## config.mk

```make
export PLATFORM = sky130hd
export DESIGN_NAME = decode_stage
export DESIGN_NICKNAME = d
export VERILOG_FILES = /design/src/rtl/decode_stage.sv
export SDC_FILE = /design/constraint.sdc
export NUM_CORES = 2
export LEC_CHECK = 0
export BUFFER_PORTS_ARGS = -buffer_cell sky130_fd_sc_hd__buf_2
export CAP_MARGIN = 20
export CORE_MARGIN = 2
export CORE_UTILIZATION = 45
export DETAILED_ROUTE_END_ITERATION = 6
export PLACE_DENSITY = 0.63
export SLEW_MARGIN = 0
export SYNTH_ARGS = -nofsm -noshare
export SYNTH_HDL_FRONTEND = slang
export SYNTH_SLANG_ARGS = --single-unit
```

## constraint.sdc

```tcl
create_clock -name clk -period 2.95 [get_ports clk]
set_input_delay 0 -clock clk [delete_from_list [all_inputs] [get_ports clk]]
set_output_delay 0 -clock clk [all_outputs]
set_load 0.05 [all_outputs]
```

## src/rtl/decode_stage.sv

```systemverilog
// decode_stage: RV32I decode stage with write-through register file and a stallable,
// flushable ID/EX pipeline register.
module decode_stage #(
  parameter int XLEN = 32,
  parameter logic [XLEN-1:0] RESET_PC = '0
) (
  input  logic            clk,
  input  logic            rst,
  input  logic [31:0]     InstrD,
  input  logic [XLEN-1:0] PCD,
  input  logic [XLEN-1:0] PCplus4D,
  input  logic            RegWriteW,
  input  logic [4:0]      RdW,
  input  logic [XLEN-1:0] ResultW,
  input  logic            StallE,
  input  logic            FlushE,
  output logic [XLEN-1:0] RD1E,
  output logic [XLEN-1:0] RD2E,
  output logic [XLEN-1:0] ImmExtE,
  output logic [XLEN-1:0] PCE,
  output logic [XLEN-1:0] PCPlus4E,
  output logic [4:0]      Rs1E,
  output logic [4:0]      Rs2E,
  output logic [4:0]      RdE,
  output logic [2:0]      Funct3E,
  output logic            RegWriteE,
  output logic            MemWriteE,
  output logic            JumpE,
  output logic            BranchE,
  output logic            ALUSrcE,
  output logic            SrcAPCE,
  output logic            IllegalE,
  output logic [1:0]      ResultSrcE,
  output logic [3:0]      ALUControlE
);
  localparam logic [6:0] OP_R = 7'b0110011, OP_I = 7'b0010011, OP_LD = 7'b0000011,
                         OP_ST = 7'b0100011, OP_BR = 7'b1100011, OP_JAL = 7'b1101111,
                         OP_JALR = 7'b1100111, OP_LUI = 7'b0110111, OP_AUIPC = 7'b0010111;
  localparam logic [3:0] A_ADD = 4'd0, A_SUB = 4'd1, A_AND = 4'd2, A_OR = 4'd3, A_XOR = 4'd4,
                         A_SLT = 4'd5, A_SLTU = 4'd6, A_SLL = 4'd7, A_SRL = 4'd8, A_SRA = 4'd9;
  logic [6:0] op;
  logic [2:0] f3;
  logic b30;
  logic reg_write, mem_write, jump, branch, alu_src, src_a_pc, illegal, use_rs1, use_rs2;
  logic [1:0] result_src;
  logic [3:0] alu_op, alu_rr, alu_br;
  logic [4:0] rs1, rs2, rd;
  logic [XLEN-1:0] imm, i_imm, s_imm, b_imm, j_imm, u_imm, rd1, rd2;
  logic [XLEN-1:0] rf [32];
  assign op = InstrD[6:0];
  assign f3 = InstrD[14:12];
  assign b30 = InstrD[30];
  assign i_imm = {{20{InstrD[31]}}, InstrD[31:20]};
  assign s_imm = {{20{InstrD[31]}}, InstrD[31:25], InstrD[11:7]};
  assign b_imm = {{19{InstrD[31]}}, InstrD[31], InstrD[7], InstrD[30:25], InstrD[11:8], 1'b0};
  assign j_imm = {{11{InstrD[31]}}, InstrD[31], InstrD[19:12], InstrD[20], InstrD[30:21], 1'b0};
  assign u_imm = {InstrD[31:12], 12'b0};
  // bit 30 only distinguishes sra/srl here; sub is selected separately for R-type
  assign alu_rr = f3 == 3'b000 ? A_ADD : f3 == 3'b001 ? A_SLL : f3 == 3'b010 ? A_SLT :
                  f3 == 3'b011 ? A_SLTU : f3 == 3'b100 ? A_XOR :
                  f3 == 3'b101 ? (b30 ? A_SRA : A_SRL) : f3 == 3'b110 ? A_OR : A_AND;
  assign alu_br = f3[2] ? (f3[1] ? A_SLTU : A_SLT) : A_SUB;
  always_comb begin
    reg_write = 1'b0;
    mem_write = 1'b0;
    jump = 1'b0;
    branch = 1'b0;
    alu_src = 1'b0;
    src_a_pc = 1'b0;
    illegal = 1'b0;
    result_src = 2'b00;
    alu_op = A_ADD;
    imm = i_imm;
    use_rs1 = 1'b1;
    use_rs2 = 1'b0;
    case (op)
      OP_R: begin
        reg_write = 1'b1;
        use_rs2 = 1'b1;
        alu_op = (f3 == 3'b000 && b30) ? A_SUB : alu_rr;
      end
      OP_I: begin
        reg_write = 1'b1;
        alu_src = 1'b1;
        alu_op = alu_rr;
      end
      OP_LD: begin
        reg_write = 1'b1;
        alu_src = 1'b1;
        result_src = 2'b01;
      end
      OP_ST: begin
        mem_write = 1'b1;
        alu_src = 1'b1;
        use_rs2 = 1'b1;
        imm = s_imm;
      end
      OP_BR: begin
        branch = 1'b1;
        use_rs2 = 1'b1;
        alu_op = alu_br;
        imm = b_imm;
      end
      OP_JAL: begin
        reg_write = 1'b1;
        jump = 1'b1;
        src_a_pc = 1'b1;
        result_src = 2'b10;
        use_rs1 = 1'b0;
        imm = j_imm;
      end
      OP_JALR: begin
        reg_write = 1'b1;
        jump = 1'b1;
        alu_src = 1'b1;
        result_src = 2'b10;
      end
      OP_LUI: begin
        reg_write = 1'b1;
        alu_src = 1'b1;
        use_rs1 = 1'b0;
        imm = u_imm;
      end
      OP_AUIPC: begin
        reg_write = 1'b1;
        alu_src = 1'b1;
        src_a_pc = 1'b1;
        use_rs1 = 1'b0;
        imm = u_imm;
      end
      default: begin
        illegal = 1'b1;
        use_rs1 = 1'b0;
      end
    endcase
  end
  assign rs1 = use_rs1 ? InstrD[19:15] : 5'd0;
  assign rs2 = use_rs2 ? InstrD[24:20] : 5'd0;
  assign rd = illegal ? 5'd0 : InstrD[11:7];
  // write-through so a same-cycle W-stage write is seen by this read
  assign rd1 = rs1 == 5'd0 ? '0 : (RegWriteW && RdW == rs1) ? ResultW : rf[rs1];
  assign rd2 = rs2 == 5'd0 ? '0 : (RegWriteW && RdW == rs2) ? ResultW : rf[rs2];
  always_ff @(posedge clk or negedge rst)
    if (!rst) for (int i = 0; i < 32; i++) rf[i] <= '0;
    else if (RegWriteW && RdW != 5'd0) rf[RdW] <= ResultW;
  always_ff @(posedge clk or negedge rst)
    if (!rst) begin
      RD1E <= '0;
      RD2E <= '0;
      ImmExtE <= '0;
      PCE <= RESET_PC;
      PCPlus4E <= RESET_PC + XLEN'(4);
      Rs1E <= '0;
      Rs2E <= '0;
      RdE <= '0;
      Funct3E <= '0;
      RegWriteE <= 1'b0;
      MemWriteE <= 1'b0;
      JumpE <= 1'b0;
      BranchE <= 1'b0;
      ALUSrcE <= 1'b0;
      SrcAPCE <= 1'b0;
      IllegalE <= 1'b0;
      ResultSrcE <= '0;
      ALUControlE <= '0;
    end else if (FlushE) begin
      RegWriteE <= 1'b0;
      MemWriteE <= 1'b0;
      JumpE <= 1'b0;
      BranchE <= 1'b0;
      IllegalE <= 1'b0;
      Rs1E <= '0;
      Rs2E <= '0;
      RdE <= '0;
    end else if (!StallE) begin
      RD1E <= rd1;
      RD2E <= rd2;
      ImmExtE <= imm;
      PCE <= PCD;
      PCPlus4E <= PCplus4D;
      Rs1E <= rs1;
      Rs2E <= rs2;
      RdE <= rd;
      Funct3E <= f3;
      RegWriteE <= reg_write;
      MemWriteE <= mem_write;
      JumpE <= jump;
      BranchE <= branch;
      ALUSrcE <= alu_src;
      SrcAPCE <= src_a_pc;
      IllegalE <= illegal;
      ResultSrcE <= result_src;
      ALUControlE <= alu_op;
    end
endmodule

```

==> impl_metrics.xml <==
<?xml version="1.0" encoding="UTF-8"?>
<metrics>
  <group name="routing">
    <metric name="dr_total_vias" unit="">55910</metric>
    <metric name="viasPerCell" unit="">6.935</metric>
    <metric name="totalWireLength" unit="µm">285000</metric>
    <metric name="drt.antenna.violating_nets" unit="">0</metric>
    <metric name="total_drc_errors_in_the_routed_layout" unit="">26</metric>
    <metric name="drt-wirelength-per-cell" unit="µm">35.36</metric>
    <metric name="drt_iter0_markers" unit="">8543</metric>
    <metric name="drtPass1Iterations" unit="">7</metric>
  </group>
  <group name="sta">
    <metric name="rsz0062_at_grt" unit="">no</metric>
    <metric name="finalCritPeriodShare" unit="">0.9574</metric>
    <metric name="setup_violations" unit="">0</metric>
    <metric name="max_clock_freq" unit="GHz">0.3541</metric>
    <metric name="report.final.slew_viol_count" unit="">0</metric>
    <metric name="slew-limit-headroom" unit="">0.2747</metric>
    <metric name="worst-slew-pin-transition" unit="ps">1080</metric>
    <metric name="number_of_endpoints_with_negative_hold_slack_in_the_final_report" unit="">0</metric>
    <metric name="final_period_minus_worst_setup_slack" unit="ps">2824</metric>
    <metric name="clock-skew-final" unit="ps">26.55</metric>
    <metric name="holdWs" unit="ps">50.52</metric>
  </group>
  <group name="cts">
    <metric name="tritoncts_clock_tree" unit="">yes</metric>
    <metric name="cell_at_the_root_of_the_clock_tree" unit="">clkbuf_16</metric>
    <metric name="cts-buffers-inserted" unit="">137</metric>
    <metric name="clock_path_buffers" unit="">3</metric>
    <metric name="clkLatencyLatePin" unit="ps">800</metric>
    <metric name="clock_sinks" unit="">1215</metric>
    <metric name="cts_max_level" unit="">4</metric>
    <metric name="cts-resized-gates" unit="">0</metric>
    <metric name="cts.reportedPaths.clkPinSlew" unit="ps">60</metric>
  </group>
  <group name="synthesis">
    <metric name="synth.largest_area_cell" unit="">dfrtp_1</metric>
    <metric name="ys.flop_type" unit="">dfrtp_1</metric>
    <metric name="edff_count_synth" unit="">0</metric>
    <metric name="synth_area_per_cell" unit="µm²">11.17</metric>
    <metric name="netlist_area" unit="µm²">62980</metric>
    <metric name="netlist.area_leader.share" unit="">0.4823</metric>
    <metric name="postSynthCellCount" unit="">5636</metric>
    <metric name="ys_top_cells_by_area" unit="">dfrtp_1 48%, mux2_2 19%, mux2i_1 5.2%, nand2_1 3.9%, a221oi_1 3.1%</metric>
    <metric name="synth.distinct_cells" unit="">90</metric>
    <metric name="postSynthNetCount" unit="">5774</metric>
    <metric name="warning_count_from_the_yosys_run" unit="">0</metric>
    <metric name="synth_seq_area_share" unit="">0.4828</metric>
    <metric name="share_of_flip_flops_with_an_asynchronous_set_or_reset_after_synthesis" unit="">1.000</metric>
    <metric name="yosys_register_bits" unit="">1215</metric>
  </group>
  <group name="worst_setup_path">
    <metric name="crit-reg2reg-launch" unit="">rf[358]$_DFFE_PN0P_</metric>
    <metric name="timing.setup.critical_path_class" unit="">in2reg</metric>
    <metric name="crit_path_max_incr_delay" unit="ps">640</metric>
    <metric name="endpoint_kind" unit="">flop</metric>
    <metric name="crit_slowest_cell" unit="">nor4_1</metric>
    <metric name="r2r-end" unit="">RD1E[6]$_DFFE_PN0P_</metric>
    <metric name="worstSetupStartpoint" unit="">InstrD[3]</metric>
    <metric name="path_max_fanout" unit="">18</metric>
    <metric name="worst_ep_required_time" unit="ps">3670</metric>
    <metric name="cp-start-kind" unit="">input pin</metric>
    <metric name="r2r_cells" unit="">9</metric>
    <metric name="worstPathCellList" unit="">dlygate4sd3_1 -&gt; buf_2 -&gt; and4bb_2 -&gt; nand3_2 -&gt; buf_12 -&gt; a221o_1 -&gt; nor4_1 -&gt; buf_4 -&gt; a311oi_1 -&gt; o21ai_1</metric>
    <metric name="critical_path_arrival" unit="ps">3540</metric>
    <metric name="setup.reg_to_reg.worst_slack" unit="ps">550</metric>
  </group>
  <group name="layout">
    <metric name="stdcell_count" unit="">8062</metric>
    <metric name="final_layout_size_suffix_gt1_frac" unit="">0.3383</metric>
    <metric name="fillCellCount" unit="">11860</metric>
    <metric name="nets" unit="">6204</metric>
    <metric name="layout_commonest_cell" unit="">dfrtp_1</metric>
    <metric name="area.growth.synth_to_final" unit="%">19.46</metric>
    <metric name="most-common-layout-cells" unit="">1214 x dfrtp_1, 1086 x mux2_2, 638 x nand2_1</metric>
    <metric name="finalCoreUtilization" unit="">0.5406</metric>
  </group>
  <group name="floorplanning">
    <metric name="fp.dieW" unit="µm">378.1</metric>
    <metric name="num_rows" unit="">137</metric>
    <metric name="count_of_boundary_i_o_pins" unit="">329</metric>
    <metric name="design.die.area" unit="µm²">143000</metric>
    <metric name="core" unit="µm²">139200</metric>
    <metric name="fp.dieH" unit="µm">378.1</metric>
    <metric name="start_util" unit="">0.4525</metric>
  </group>
  <group name="global_route">
    <metric name="globalRoute.totalOverflow" unit="">0</metric>
    <metric name="grt_pass1_vias" unit="">53720</metric>
    <metric name="grt_pass1_wl" unit="µm">401100</metric>
    <metric name="global_route_usage_over_all_layers" unit="">0.3914</metric>
    <metric name="grt_max_degree" unit="">99</metric>
    <metric name="number_of_antenna_violations_at_the_first_check_in_global_routing" unit="">30</metric>
  </group>
  <group name="placed_design">
    <metric name="post-dp-hpwl" unit="µm">172400</metric>
    <metric name="numPortBuffers" unit="">328</metric>
    <metric name="gpl.final_weighted_congestion" unit="">0.9444</metric>
    <metric name="place_inst" unit="">7601</metric>
  </group>
  <group name="power_and_ir_drop">
    <metric name="max-vdd-ir-drop" unit="V">0.0003888</metric>
    <metric name="reported_leakage_power" unit="µW">0.03294</metric>
    <metric name="power.density_cell_area" unit="nW/µm²">621.9</metric>
  </group>
  <group name="outcome">
    <metric name="failed_checks" unit="">DRC</metric>
    <metric name="run_status" unit="">complete, but fails checks</metric>
  </group>
  <group name="run">
    <metric name="max-cap-violations" unit="">0</metric>
  </group>
  <group name="worst_hold_path">
    <metric name="hold-path-endpoint" unit="">PCE[11]$_DFFE_PN0P_</metric>
    <metric name="min_delay_path_depth" unit="">4</metric>
    <metric name="worstHoldStart" unit="">PCD[11]</metric>
    <metric name="hold_path_class" unit="">in2reg</metric>
  </group>
</metrics>
## critical path, delay by kind of cell
kind	cells	cell delay (ps)
simple gates	3	1620
buf+inv	4	1380
compound gates	3	500
## what timing repair did
item	CTS	global route
hold endpoints to repair	2249	0
buffers inserted	0	0
hold buffers	202	0
## per-layer routing
metal	part of all wire	up-vias	GRT usage
li1	-	21990	-
met1	0.38	28290	0.5130
met2	0.41	4527	0.5518
met3	0.14	1083	0.1413
met4	0.067	26	0.2339
met5	0.00079	-	0
## where the power goes
part	leakage, µW	total (µW)	switching [µW]	internal (µW)
registers	0.0156	22000	2460	19500
logic	0.0151	7530	3880	3650
clock network	0.00218	17300	7290	9990
total	0.0329	46800	13600	33200
## Yosys cell counts (all sizes together) (36+ instances only)
cell and count:
a31oi 48, buf 257, a22oi 57, dfrtp 1214, a21oi 170, a211oi 81
o21ai 290, nor2 121, a32oi 38, and3 36, a221o 67, a221oi 226
mux2i 327, mux2 1086, o211ai 45, nand2 654, clkbuf 344, nand3 79
## registers in the layout, summed over array words and instances, names as in the netlist, 2 cells and up
signal / count
ALUControlE: 4
Funct3E: 3
ImmExtE: 32
PCE: 32
PCPlus4E: 32
RD1E: 32
RD2E: 32
RdE: 5
ResultSrcE: 2
Rs1E: 5
Rs2E: 5
rf: 1024
## cells by family after synthesis
family	share of synthesized area
multiplexers	0.2469
AO/OA/AOI/OAI	0.1492
flip-flops	0.4828
AND/OR/NAND/NOR	0.07867
buffers and inverters	0.04172
XOR/XNOR	0.0008344
## cell type report
class / instances / area (µm²) / area share
Clock buffer: 203 / 4031 / 0.05358
Multi-Input combinational cell: 3807 / 30380 / 0.4038
Clock inverter: 37 / 409.1 / 0.005438
Inverter: 13 / 48.80 / 0.0006486
Antenna cell: 19 / 47.55 / 0.0006319
Sequential cell: 1215 / 30410 / 0.4041
Tap cell: 1876 / 2347 / 0.03120
Timing Repair Buffer: 892 / 7571 / 0.1006
## worst max path at each step
stage,end,slack [ps],cells past startpoint
global route,RD1E[13]$_DFFE_PN0P_,110,12
detailed placement,RD2E[11]$_DFFE_PN0P_,20,11
floorplan,RD2E[3]$_DFFE_PN0P_,830,9
CTS,RD2E[11]$_DFFE_PN0P_,270,12
finish,RD2E[11]$_DFFE_PN0P_,130,10
global placement,RD2E[11]$_DFFE_PN0P_,-10,11
## stage by stage
step / setup WS [ps] / setup TNS, ps / power (µW) / instance area [µm²]
2_1_floorplan: 827.8 / 0 / 26460 / 62980
4_1_cts: 272.8 / 0 / 46580 / 75190
3_3_place_gp: -11.75 / -11.75 / 28990 / 68710
6_report: 125.7 / 0 / 46790 / 75240
3_5_place_dp: 15.50 / 0 / 29240 / 68710
5_1_grt: 115.0 / 0 / 48340 / 75210
Note: power is estimated with default switching activity, not from simulation.
